## src/rtl/tinyqv_nibble_ram_responder_pkg.sv

```systemverilog
// Shared definitions for the TinyQV nibble-serial load/store responders:
// access-size encodings, responder FSM states and an alignment helper.
package tinyqv_nibble_ram_responder_pkg;

  // mem_op[1:0] access size; mem_op[2] (sign) is handled by the core.
  typedef enum logic [1:0] {
    MEM_OP_BYTE = 2'b00,
    MEM_OP_HALF = 2'b01,
    MEM_OP_WORD = 2'b10,
    MEM_OP_RSVD = 2'b11
  } mem_size_e;

  typedef enum logic [1:0] {
    ST_IDLE   = 2'd0,
    ST_WAIT   = 2'd1,
    ST_STREAM = 2'd2
  } state_e;

  // True when the access cannot be served: reserved size or an address
  // that is not naturally aligned for the size.
  function automatic logic size_misaligned(input mem_size_e size, input logic [1:0] offset);
    case (size)
      MEM_OP_BYTE: return 1'b0;
      MEM_OP_HALF: return offset[0];
      MEM_OP_WORD: return |offset;
      default:     return 1'b1;
    endcase
  endfunction

endpackage

```

## src/rtl/tinyqv_lane_align.sv

```systemverilog
// Byte-lane alignment for 32-bit word peripherals on the nibble bus.
// Ports:
//   size_i    access size (byte/half/word)
//   offset_i  byte offset within the word (addr[1:0])
//   wdata_i   store data, right-aligned as delivered by the core
//   rword_i   word read from storage
//   wmask_o   per-byte write enables
//   wdata_o   store data replicated onto the addressed lanes
//   rdata_o   read word shifted right so the addressed byte is at bit 0
module tinyqv_lane_align
  import tinyqv_nibble_ram_responder_pkg::*;
(
  input  mem_size_e   size_i,
  input  logic [1:0]  offset_i,
  input  logic [31:0] wdata_i,
  input  logic [31:0] rword_i,
  output logic [3:0]  wmask_o,
  output logic [31:0] wdata_o,
  output logic [31:0] rdata_o
);

  always_comb begin
    // NOTE: every output of a combinational block gets a default first so no
    // path through the case leaves it unassigned (which would infer a latch).
    wmask_o = 4'b0000;
    wdata_o = wdata_i;
    case (size_i)
      MEM_OP_BYTE: begin
        wmask_o = 4'b0001 << offset_i;
        wdata_o = {4{wdata_i[7:0]}};
      end
      MEM_OP_HALF: begin
        wmask_o = offset_i[1] ? 4'b1100 : 4'b0011;
        wdata_o = {2{wdata_i[15:0]}};
      end
      MEM_OP_WORD: wmask_o = 4'b1111;
      default:     wmask_o = 4'b0000;
    endcase
  end

  // Zero-filled right shift; the core applies sign extension itself.
  assign rdata_o = rword_i >> {offset_i, 3'b000};

endmodule

```

## src/rtl/tinyqv_nibble_ram_responder.sv

```systemverilog
// Small 32-bit-word RAM on the TinyQV nibble-serial load/store port.
// Store nibbles arrive during the address frame and are committed on
// address_ready; load data is returned nibble-serially LATENCY frames later.
// Ports:
//   clk, rst          clock, asynchronous active-high reset
//   counter           core sub-cycle counter (0..7, wraps)
//   addr_in           byte address, valid with address_ready
//   address_ready     address frame end strobe (only honoured at counter 7)
//   is_load/is_store  access type
//   mem_op            [1:0] size, [2] ignored
//   store_data        store nibble k at counter k of the address frame
//   load_data         load nibble k at counter k of the data frame, else 0
//   load_data_ready   high for counter 0..7 of the data frame
//   busy              load accepted and data frame not finished
//   bus_error         one-clock pulse after a rejected access
module tinyqv_nibble_ram_responder
  import tinyqv_nibble_ram_responder_pkg::*;
#(
  parameter int          WORD_BITS = 5,
  parameter logic [27:0] BASE_ADDR = 28'h800000,
  parameter int          LATENCY   = 1
) (
  input  logic        clk,
  input  logic        rst,
  input  logic [2:0]  counter,
  input  logic [27:0] addr_in,
  input  logic        address_ready,
  input  logic        is_load,
  input  logic        is_store,
  input  logic [2:0]  mem_op,
  input  logic [3:0]  store_data,
  output logic [3:0]  load_data,
  output logic        load_data_ready,
  output logic        busy,
  output logic        bus_error
);

  localparam int         WORDS    = 1 << WORD_BITS;
  localparam int         WIN_LSB  = WORD_BITS + 2;
  localparam logic [2:0] LAT_INIT = 3'(LATENCY);

  state_e      state_q;
  logic [2:0]  lat_q;
  logic [31:0] sbuf_q;
  logic [31:0] rdata_q;
  logic        busy_q;
  logic        err_q;
  logic [31:0] mem_q [WORDS];

  mem_size_e            size;
  logic                 frame_end;
  logic                 commit;
  logic                 access;
  logic                 in_window;
  logic                 reject;
  logic                 accept;
  logic [WORD_BITS-1:0] word_idx;
  logic [31:0]          store_word;
  logic [3:0]           lane_mask;
  logic [31:0]          lane_wdata;
  logic [31:0]          lane_rdata;
  logic                 unused_bits;

  assign unused_bits = mem_op[2];

  assign size      = mem_size_e'(mem_op[1:0]);
  assign frame_end = (counter == 3'd7);
  assign commit    = address_ready && frame_end;
  assign access    = is_load || is_store;
  assign in_window = (addr_in[27:WIN_LSB] == BASE_ADDR[27:WIN_LSB]);
  assign word_idx  = addr_in[WIN_LSB-1:2];

  // The eighth nibble is still on store_data at commit time, so the word is
  // assembled from the live input plus the seven already shifted in.
  assign store_word = {store_data, sbuf_q[31:4]};

  assign reject = commit && access &&
                  (!in_window || size_misaligned(size, addr_in[1:0]) ||
                   (is_load && is_store) || busy_q);
  assign accept = commit && access && !reject;

  tinyqv_lane_align u_align (
    .size_i   (size),
    .offset_i (addr_in[1:0]),
    .wdata_i  (store_word),
    .rword_i  (mem_q[word_idx]),
    .wmask_o  (lane_mask),
    .wdata_o  (lane_wdata),
    .rdata_o  (lane_rdata)
  );

  // NOTE: the RAM array has no reset; software must write before reading.
  // The write is suppressed while rst is high so a reset never leaves a
  // partial store behind.
  always_ff @(posedge clk) begin
    if (accept && is_store && !rst) begin
      for (int b = 0; b < 4; b++) begin
        if (lane_mask[b]) mem_q[word_idx][8*b +: 8] <= lane_wdata[8*b +: 8];
      end
    end
  end

  // NOTE: sequential state uses non-blocking assignments so every register
  // samples values from before the edge, independent of statement order.
  always_ff @(posedge clk or posedge rst) begin
    if (rst) begin
      state_q <= ST_IDLE;
      lat_q   <= 3'd0;
      sbuf_q  <= 32'd0;
      rdata_q <= 32'd0;
      busy_q  <= 1'b0;
      err_q   <= 1'b0;
    end else begin
      if (is_store) sbuf_q <= store_word;
      err_q <= reject;
      case (state_q)
        ST_IDLE: begin
          // accept implies !busy_q, i.e. this state.
          if (accept && is_load) begin
            rdata_q <= lane_rdata;
            busy_q  <= 1'b1;
            if (LATENCY == 0) begin
              state_q <= ST_STREAM;
            end else begin
              state_q <= ST_WAIT;
              lat_q   <= LAT_INIT;
            end
          end
        end
        ST_WAIT: begin
          if (frame_end) begin
            lat_q <= lat_q - 3'd1;
            if (lat_q == 3'd1) state_q <= ST_STREAM;
          end
        end
        ST_STREAM: begin
          if (frame_end) begin
            state_q <= ST_IDLE;
            busy_q  <= 1'b0;
          end
        end
        default: state_q <= ST_IDLE;
      endcase
    end
  end

  // Decoded from registered state and the core's counter only.
  assign load_data_ready = (state_q == ST_STREAM);
  assign load_data       = load_data_ready ? rdata_q[{counter, 2'b00} +: 4] : 4'h0;
  assign busy            = busy_q;
  assign bus_error       = err_q;

endmodule

```

## config.mk

```make
export PLATFORM = sky130hd
export DESIGN_NAME = tinyqv_nibble_ram_responder
export DESIGN_NICKNAME = d
export VERILOG_FILES = /design/src/rtl/tinyqv_nibble_ram_responder_pkg.sv /design/src/rtl/tinyqv_lane_align.sv /design/src/rtl/tinyqv_nibble_ram_responder.sv
export SDC_FILE = /design/constraint.sdc
export NUM_CORES = 1
export LEC_CHECK = 0
export CAP_MARGIN = 20
export CORE_UTILIZATION = 57
export CTS_CLUSTER_DIAMETER = 80
export DETAILED_ROUTE_END_ITERATION = 6
export DONT_BUFFER_PORTS = 1
export GPL_TIMING_DRIVEN = 0
export PLACE_DENSITY = 0.71
export SYNTH_ARGS = -nofsm -noshare
export SYNTH_HDL_FRONTEND = slang
export SYNTH_SLANG_ARGS = --single-unit
export TNS_END_PERCENT = 5
```

## constraint.sdc

```tcl
create_clock -name clk -period 3.3 [get_ports clk]
set_clock_uncertainty 0.05 [all_clocks]
set_input_delay 0.66 -clock clk [delete_from_list [all_inputs] [get_ports clk]]
set_output_delay 0.66 -clock clk [all_outputs]
set_load 0.05 [all_outputs]
```

==> impl_metrics.toml, run 1 <==
[cells_and_area]
fill_cells = 4868
post_route_cells_drive_above_1_share_pct = 21.11
layout_commonest_cell = "edfxtp_1"
multi_input_area_um2 = 10990
syn_to_final_growth_pct = 14.78
nets = 2687
final_core_util_pct = 66.35
final-seq-area_um2 = 32430
layout_common_cells = "edfxtp_1, mux2i_1, o22ai_1"

[hold_path]
hold_path_class = "in2reg"

[detailed_routing]
ant_nets = 0
drtIter0Drc = 3332
viasPerCell = 6.710
drt-total-wl_um = 121200
wire_per_inst_um = 32.77
drcViolationCount = 0
vias = 24830
dr.pass1.iters = 6

[logic_synthesis]
ys_seq_area_share_pct = 74.97
ys_seq_elements = 1091
syn_inst = 2494
synth_top_flop_cell = "edfxtp_1"
synth_nets = 2539
synth_area_per_cell_um2 = 17.34
async_reset_ff_share_pct = 6.141
netlist_area_um2 = 43250
yosys_warnings = 0
synth_edf_count = 1024
ys_types = 49

[timing]
finalCritPeriodShare_pct = 105.8
tightest_slew_ns = 1.182
setup_tns_ns = -21.84
final-max-slew-violation-count = 0
max_slew_margin_pct = 20.44
hold_viol = 0
setup_ws_ns = -0.1912
rsz0062_at_grt = "true"
setup_violations = 245
post-route-min-period_ns = 3.491
fmax_mhz = 286.4

[die]
rows = 100
ios = 50
die_y_um = 277.5
core_um2 = 74820
die-area_um2 = 76980
die_w_um = 277.5
floorplan.initialDensity_pct = 57.81

[setup_path]
cp.required_ns = 3.59
cp_max_fo = 10
cpMostUsedCell = "buf_2"
criticalPathCategory = "in2reg"
slowest_delay_ns = 0.61
critPathSlowestCell = "nand2_1"
arrival_ns = 3.78
crit_chain = "buf_2, buf_2, buf_2, buf_2, nor2b_1, buf_1, nand2_1, nor2_4"
cp-end-kind = "flip-flop"
r2r_slack_ns = 0.05
worst_setup_path_start_kind = "input pin"

[power_and_ir_drop]
vdd.ir_drop.worst_mv = 0.4475
netSwitchingFraction_pct = 23.64
power.switching_mw = 7.367
pwr-share-comb_pct = 9.0
power_density_nw_per_um2 = 627.6
leakage_nw = 16.76
internal_power_mw = 23.79
seq_power_share_pct = 53.0
power_frac_clock_pct = 38.1

[global_routing]
grt_overflow = 0
antenna_found_initial = 6
grt_pass1_vias = 24450
grt_pass1_wl_um = 169800
grt_usage_pct = 31.35
grt_start_max_net_pins = 41

[status]
status = "complete, but fails checks"
violations = "negative setup slack"

[place]
gp_congestion = 0.9778
numPortBuffers = 0
dp_hpwl_um = 82270

[clocking]
clock_sinks = 1091
cts-buffers-inserted = 106
root_buffer = "clkbuf_16"
cts_tree = "yes"
cts.path.max_buffers = 3
htree_levels = 3
clkTransAtPathRegs_ns = 0.06
insertion_delay_ns = 0.68

[job]
drv_cap = 0
[worst paths after layout]
kind / from / endpoint / depth (start not counted)
max: addr_in[3] / mem_q[14][3] / 8
min: store_data[1] / sbuf_q[29] / 1
max reg2reg: busy / mem_q[23][20] / 7
min reg2reg: rdata_q[20] / rdata_q[20] / 2
max in group asynchronous: rst / busy / 3
min in group asynchronous: rst / sbuf_q[30] / 2
[state kept, by name, indices dropped and copies added (netlist names)]
signal	cells
mem_q	1024
rdata_q	32
sbuf_q	28
lat_q	3
state_q	2
bus_error	1
busy	1
[synthesized netlist by cell type (all sizes together), types with 3 or more instances]
master	number	share of area [%]
nor3b	4	0.069
nand2b	4	0.058
mux2i	430	10
clkbuf	35	0.31
nor2	149	1.3
buf	124	1.6
dfrtp	67	3.9
nand3	25	0.29
nand2	103	0.92
nand4bb	6	0.16
o2111ai	9	0.18
o211ai	9	0.16
o21ai	21	0.28
mux4	56	2.9
a22oi	23	0.40
nor2b	3	0.043
nor3	11	0.13
a21oi	27	0.31
inv	5	0.043
edfxtp	1024	71
o22ai	209	3.0
nand4	10	0.14
nand3b	10	0.17
nand4b	4	0.11
and2	3	0.043
a21boi	8	0.14
nor4	53	0.78
mux2	44	1.1
or4b	4	0.093
[cells by family (layout without fill, tap and decap cells)]
kind of cell,count (synthesis),after routing,share of synthesized area [%]
DFF,1091,1091,74.97
other,0,3,0
xor gates and xnor gates,2,2,0.04051
adders and majority gates,2,2,0.05785
muxes,530,530,14.01
AOI/OAI and AO/OA,307,307,4.507
and+or+nand+nor,397,397,4.449
buffers and inverters,165,399,1.961
[routing by layer]
metal	routed length (µm)	global-route usage, %	vias up
met2	55610	48.18	1551
met3	13390	7.808	316
met5	69	0	-
met1	45920	42.03	12680
met4	6242	15.57	8
li1	-	-	10270
[power by group through the flow]
stage,Combinational (mW),Clock [mW],Sequential (mW)
after floorplan,1.22,0,16.8
after global placement,2.04,0,17.1
after detailed placement,2.70,0,16.8
after CTS,2.73,11.9,16.5
after global routing,2.88,12.4,16.5
final,2.79,11.9,16.5
[timing repair]
action	CTS	global route
setup buffers	4	13
resized for setup	189	103
setup endpoints to repair	1041	1019
hold endpoints to repair	28	0
hold buffers	1	0
pin swaps	15	38
cloned	0	1
[layout make-up]
type                            count  share of cell area, %
Sequential cell                  1091                  65.33
Tap cell                          969                  2.442
Multi-Input combinational cell   1238                  22.13
Inverter                            6                0.05293
Clock inverter                     66                  1.144
Clock buffer                      128                  5.638
Buffer                            159                  1.754
Antenna cell                        3                0.01512
Timing Repair inverter              1                0.01008
Timing Repair Buffer               39                  1.487
[metrics by stage]
step	power (mW)	instance area (µm²)	instances	setup WS (ns)	hold WS, ns
floorplan	18.01	43260	2494	0.2806	0.3834
global placement	19.12	44470	3463	-1.982	0.4008
detailed placement	19.49	44900	3482	-1.146	0.4093
CTS	31.09	49000	3681	-0.2466	0.07382
global route	31.80	49640	3697	-0.1778	0.09079
finish	31.16	49640	3700	-0.1912	0.08734
[worst max-delay path: cells and delay by family]
kind	cells	cell delay, ns
buffers and inverters	5	1.86
and+or+nand+nor	3	1.24
Power figures use the tool's default switching activity.
==> run 2: changes to the inputs <==
--- a/config.mk
+++ b/config.mk
@@ -12,6 +12,7 @@
 export DONT_BUFFER_PORTS = 1
 export GPL_TIMING_DRIVEN = 0
 export PLACE_DENSITY = 0.71
+export REMOVE_ABC_BUFFERS = 1
 export SYNTH_ARGS = -nofsm -noshare
 export SYNTH_HDL_FRONTEND = slang
 export SYNTH_SLANG_ARGS = --single-unit
==> impl_metrics.toml, run 2 (synthesis results as in run 1) <==
[status]
status = "complete, but fails checks"
violations = "max-slew violations, negative setup slack"

[setup_path]
criticalPathCategory = "in2reg"
crit_chain = "mux2i_1, o22ai_1, nor4_1, nand2_2, o211ai_1, o21ai_1"
r2r_slack_ns = -0.01
worst_setup_path_start_kind = "input pin"
critPathSlowestCell = "nor4_1"
crit_cells = 6
cp.required_ns = 3.78
crit_buf_inv = 0
crit_family = "simple AND/OR/NAND/NOR gates"
cp-startpoint = "addr_in[3]"
slowest_delay_ns = 0.90
rr_startpoint = "busy"
cp-end-kind = "flip-flop"
rr_worst_depth = 6
arrival_ns = 4.78
cp_max_fo = 468
worstSetupEndpoint = "rdata_q[3]"
r2r_end = "mem_q[20][5]"

[detailed_routing]
drtIter0Drc = 2835
viasPerCell = 6.547
wire_per_inst_um = 29.76
drt-total-wl_um = 106000
dr.pass1.iters = 7
wl_met1_um = 41510
top_layer_used = "met5"
ant_nets = 0
wl_met3_um = 10360
drcViolationCount = 0
met2_wirelength_um = 50110
vias = 23320

[clocking]
insertion_delay_ns = 0.66
clkTransAtPathRegs_ns = 0.06
cts-buffers-inserted = 108
clock_sinks = 1091
htree_levels = 3
cts.path.max_buffers = 3
cts_tree = "yes"
root_buffer = "clkbuf_16"

[power_and_ir_drop]
vdd.ir_drop.worst_mv = 0.5685
power_density_nw_per_um2 = 647.8
power_frac_clock_pct = 40.0
power.switching_mw = 6.973
internal_power_mw = 24.54
leakage_nw = 16.47
seq_power_share_pct = 52.4
pwr-share-comb_pct = 7.6
netSwitchingFraction_pct = 22.13

[timing]
post-route-min-period_ns = 4.297
rsz0062_at_grt = "true"
hold_viol = 0
setup_ws_ns = -0.9969
fmax_mhz = 232.7
tightest_slew_ns = 2.842
final-max-slew-violation-count = 356
setup_violations = 336
max_slew_margin_pct = -89.48
final.hold.worst_slack_ns = 0.1036
finalCritPeriodShare_pct = 130.2
setup_tns_ns = -76.92

[cells_and_area]
layout_commonest_cell = "edfxtp_1"
final-seq-area_um2 = 32430
syn_to_final_growth_pct = 12.45
fill_cells = 4964
layout_common_cells = "edfxtp_1, mux2i_1, o22ai_1"
largest_reg_flops = 1024
stdcell_area_um2 = 48640
post_route_cells_drive_above_1_share_pct = 15.15
top_register = "mem_q"
nets = 2535
top_regs = "mem_q x1024, rdata_q x32, sbuf_q x28"
fin_cells = 3562
multi_input_area_um2 = 10360

[global_routing]
antenna_found_initial = 5
grt_pass1_vias = 23250
grt_start_max_net_pins = 469
grt_pass1_wl_um = 153000
grt_usage_pct = 27.50
grt_overflow = 0

[place]
dp.cells = 3342
numPortBuffers = 0
gp_congestion = 0.8703
dp_slack_ns = -0.4227
dp_hpwl_um = 65940
place_area_um2 = 44490

[die]
die-area_um2 = 76980
floorplan.initialDensity_pct = 57.81
die_y_um = 277.5
core_um2 = 74820
ios = 50
die_w_um = 277.5
rows = 100

[job]
drv_cap = 0

[hold_path]
hold_path_class = "in2reg"
## run 2: changes by cell type in the layout (fill, tap and decap cells not counted), sizes merged
cell / delta
buf: -115
bufinv: +5
clkbuf: -30
clkinv: -10
clkinvlp: +2
diode: +9
dlygate4sd3: +1
## run 2: worst min-delay path by stage
stage,slack (ns),to,depth (start not counted),startpoint
after CTS,0.09,sbuf_q[29],1,store_data[1]
after floorplan,0.38,rdata_q[20],2,rdata_q[20]
after global placement,0.40,rdata_q[16],2,rdata_q[16]
after global routing,0.09,sbuf_q[30],1,store_data[2]
final,0.10,sbuf_q[29],1,store_data[1]
after detailed placement,0.40,rdata_q[22],2,rdata_q[22]
## run 2: what timing repair did
action                     CTS  global route
setup endpoints to repair  358           944
buffers inserted             0             0
hold endpoints to repair     9             0
resized for setup           30            60
hold buffers                 3             0
## run 2: metrics by stage
step	util (%)	power [mW]
after detailed placement	59.46	19.05
final	65.01	31.51
after CTS	64.52	31.44
after global placement	58.32	18.68
after global routing	64.97	32.20
after floorplan	-	17.81
## run 2: power by group through the flow
stage	sequential (mW)	clock [mW]	combinational, mW
5_1_grt	16.5	13.2	2.48
6_report	16.5	12.6	2.40
4_1_cts	16.6	12.7	2.18
2_1_floorplan	16.8	0	1.03
3_5_place_dp	16.9	0	2.16
3_3_place_gp	17.0	0	1.64
## run 2: layout make-up
cell class | count | area share, %
inverter | 6 | 0.05145
timing repair buffer | 45 | 1.888
clock inverter | 64 | 1.451
tap | 969 | 2.493
antenna | 12 | 0.06174
sequential | 1091 | 66.67
multi-input combinational | 1238 | 21.31
clock buffer | 137 | 6.081
## run 2: per-layer routing
| layer | GRT usage (%) | vias to the layer above |
|---|---|---|
| li1 | - | 9980 |
| met1 | 37.85 | 11950 |
| met2 | 42.26 | 1153 |
| met3 | 6.477 | 232 |
| met4 | 12.01 | 2 |
| met5 | 0 | - |
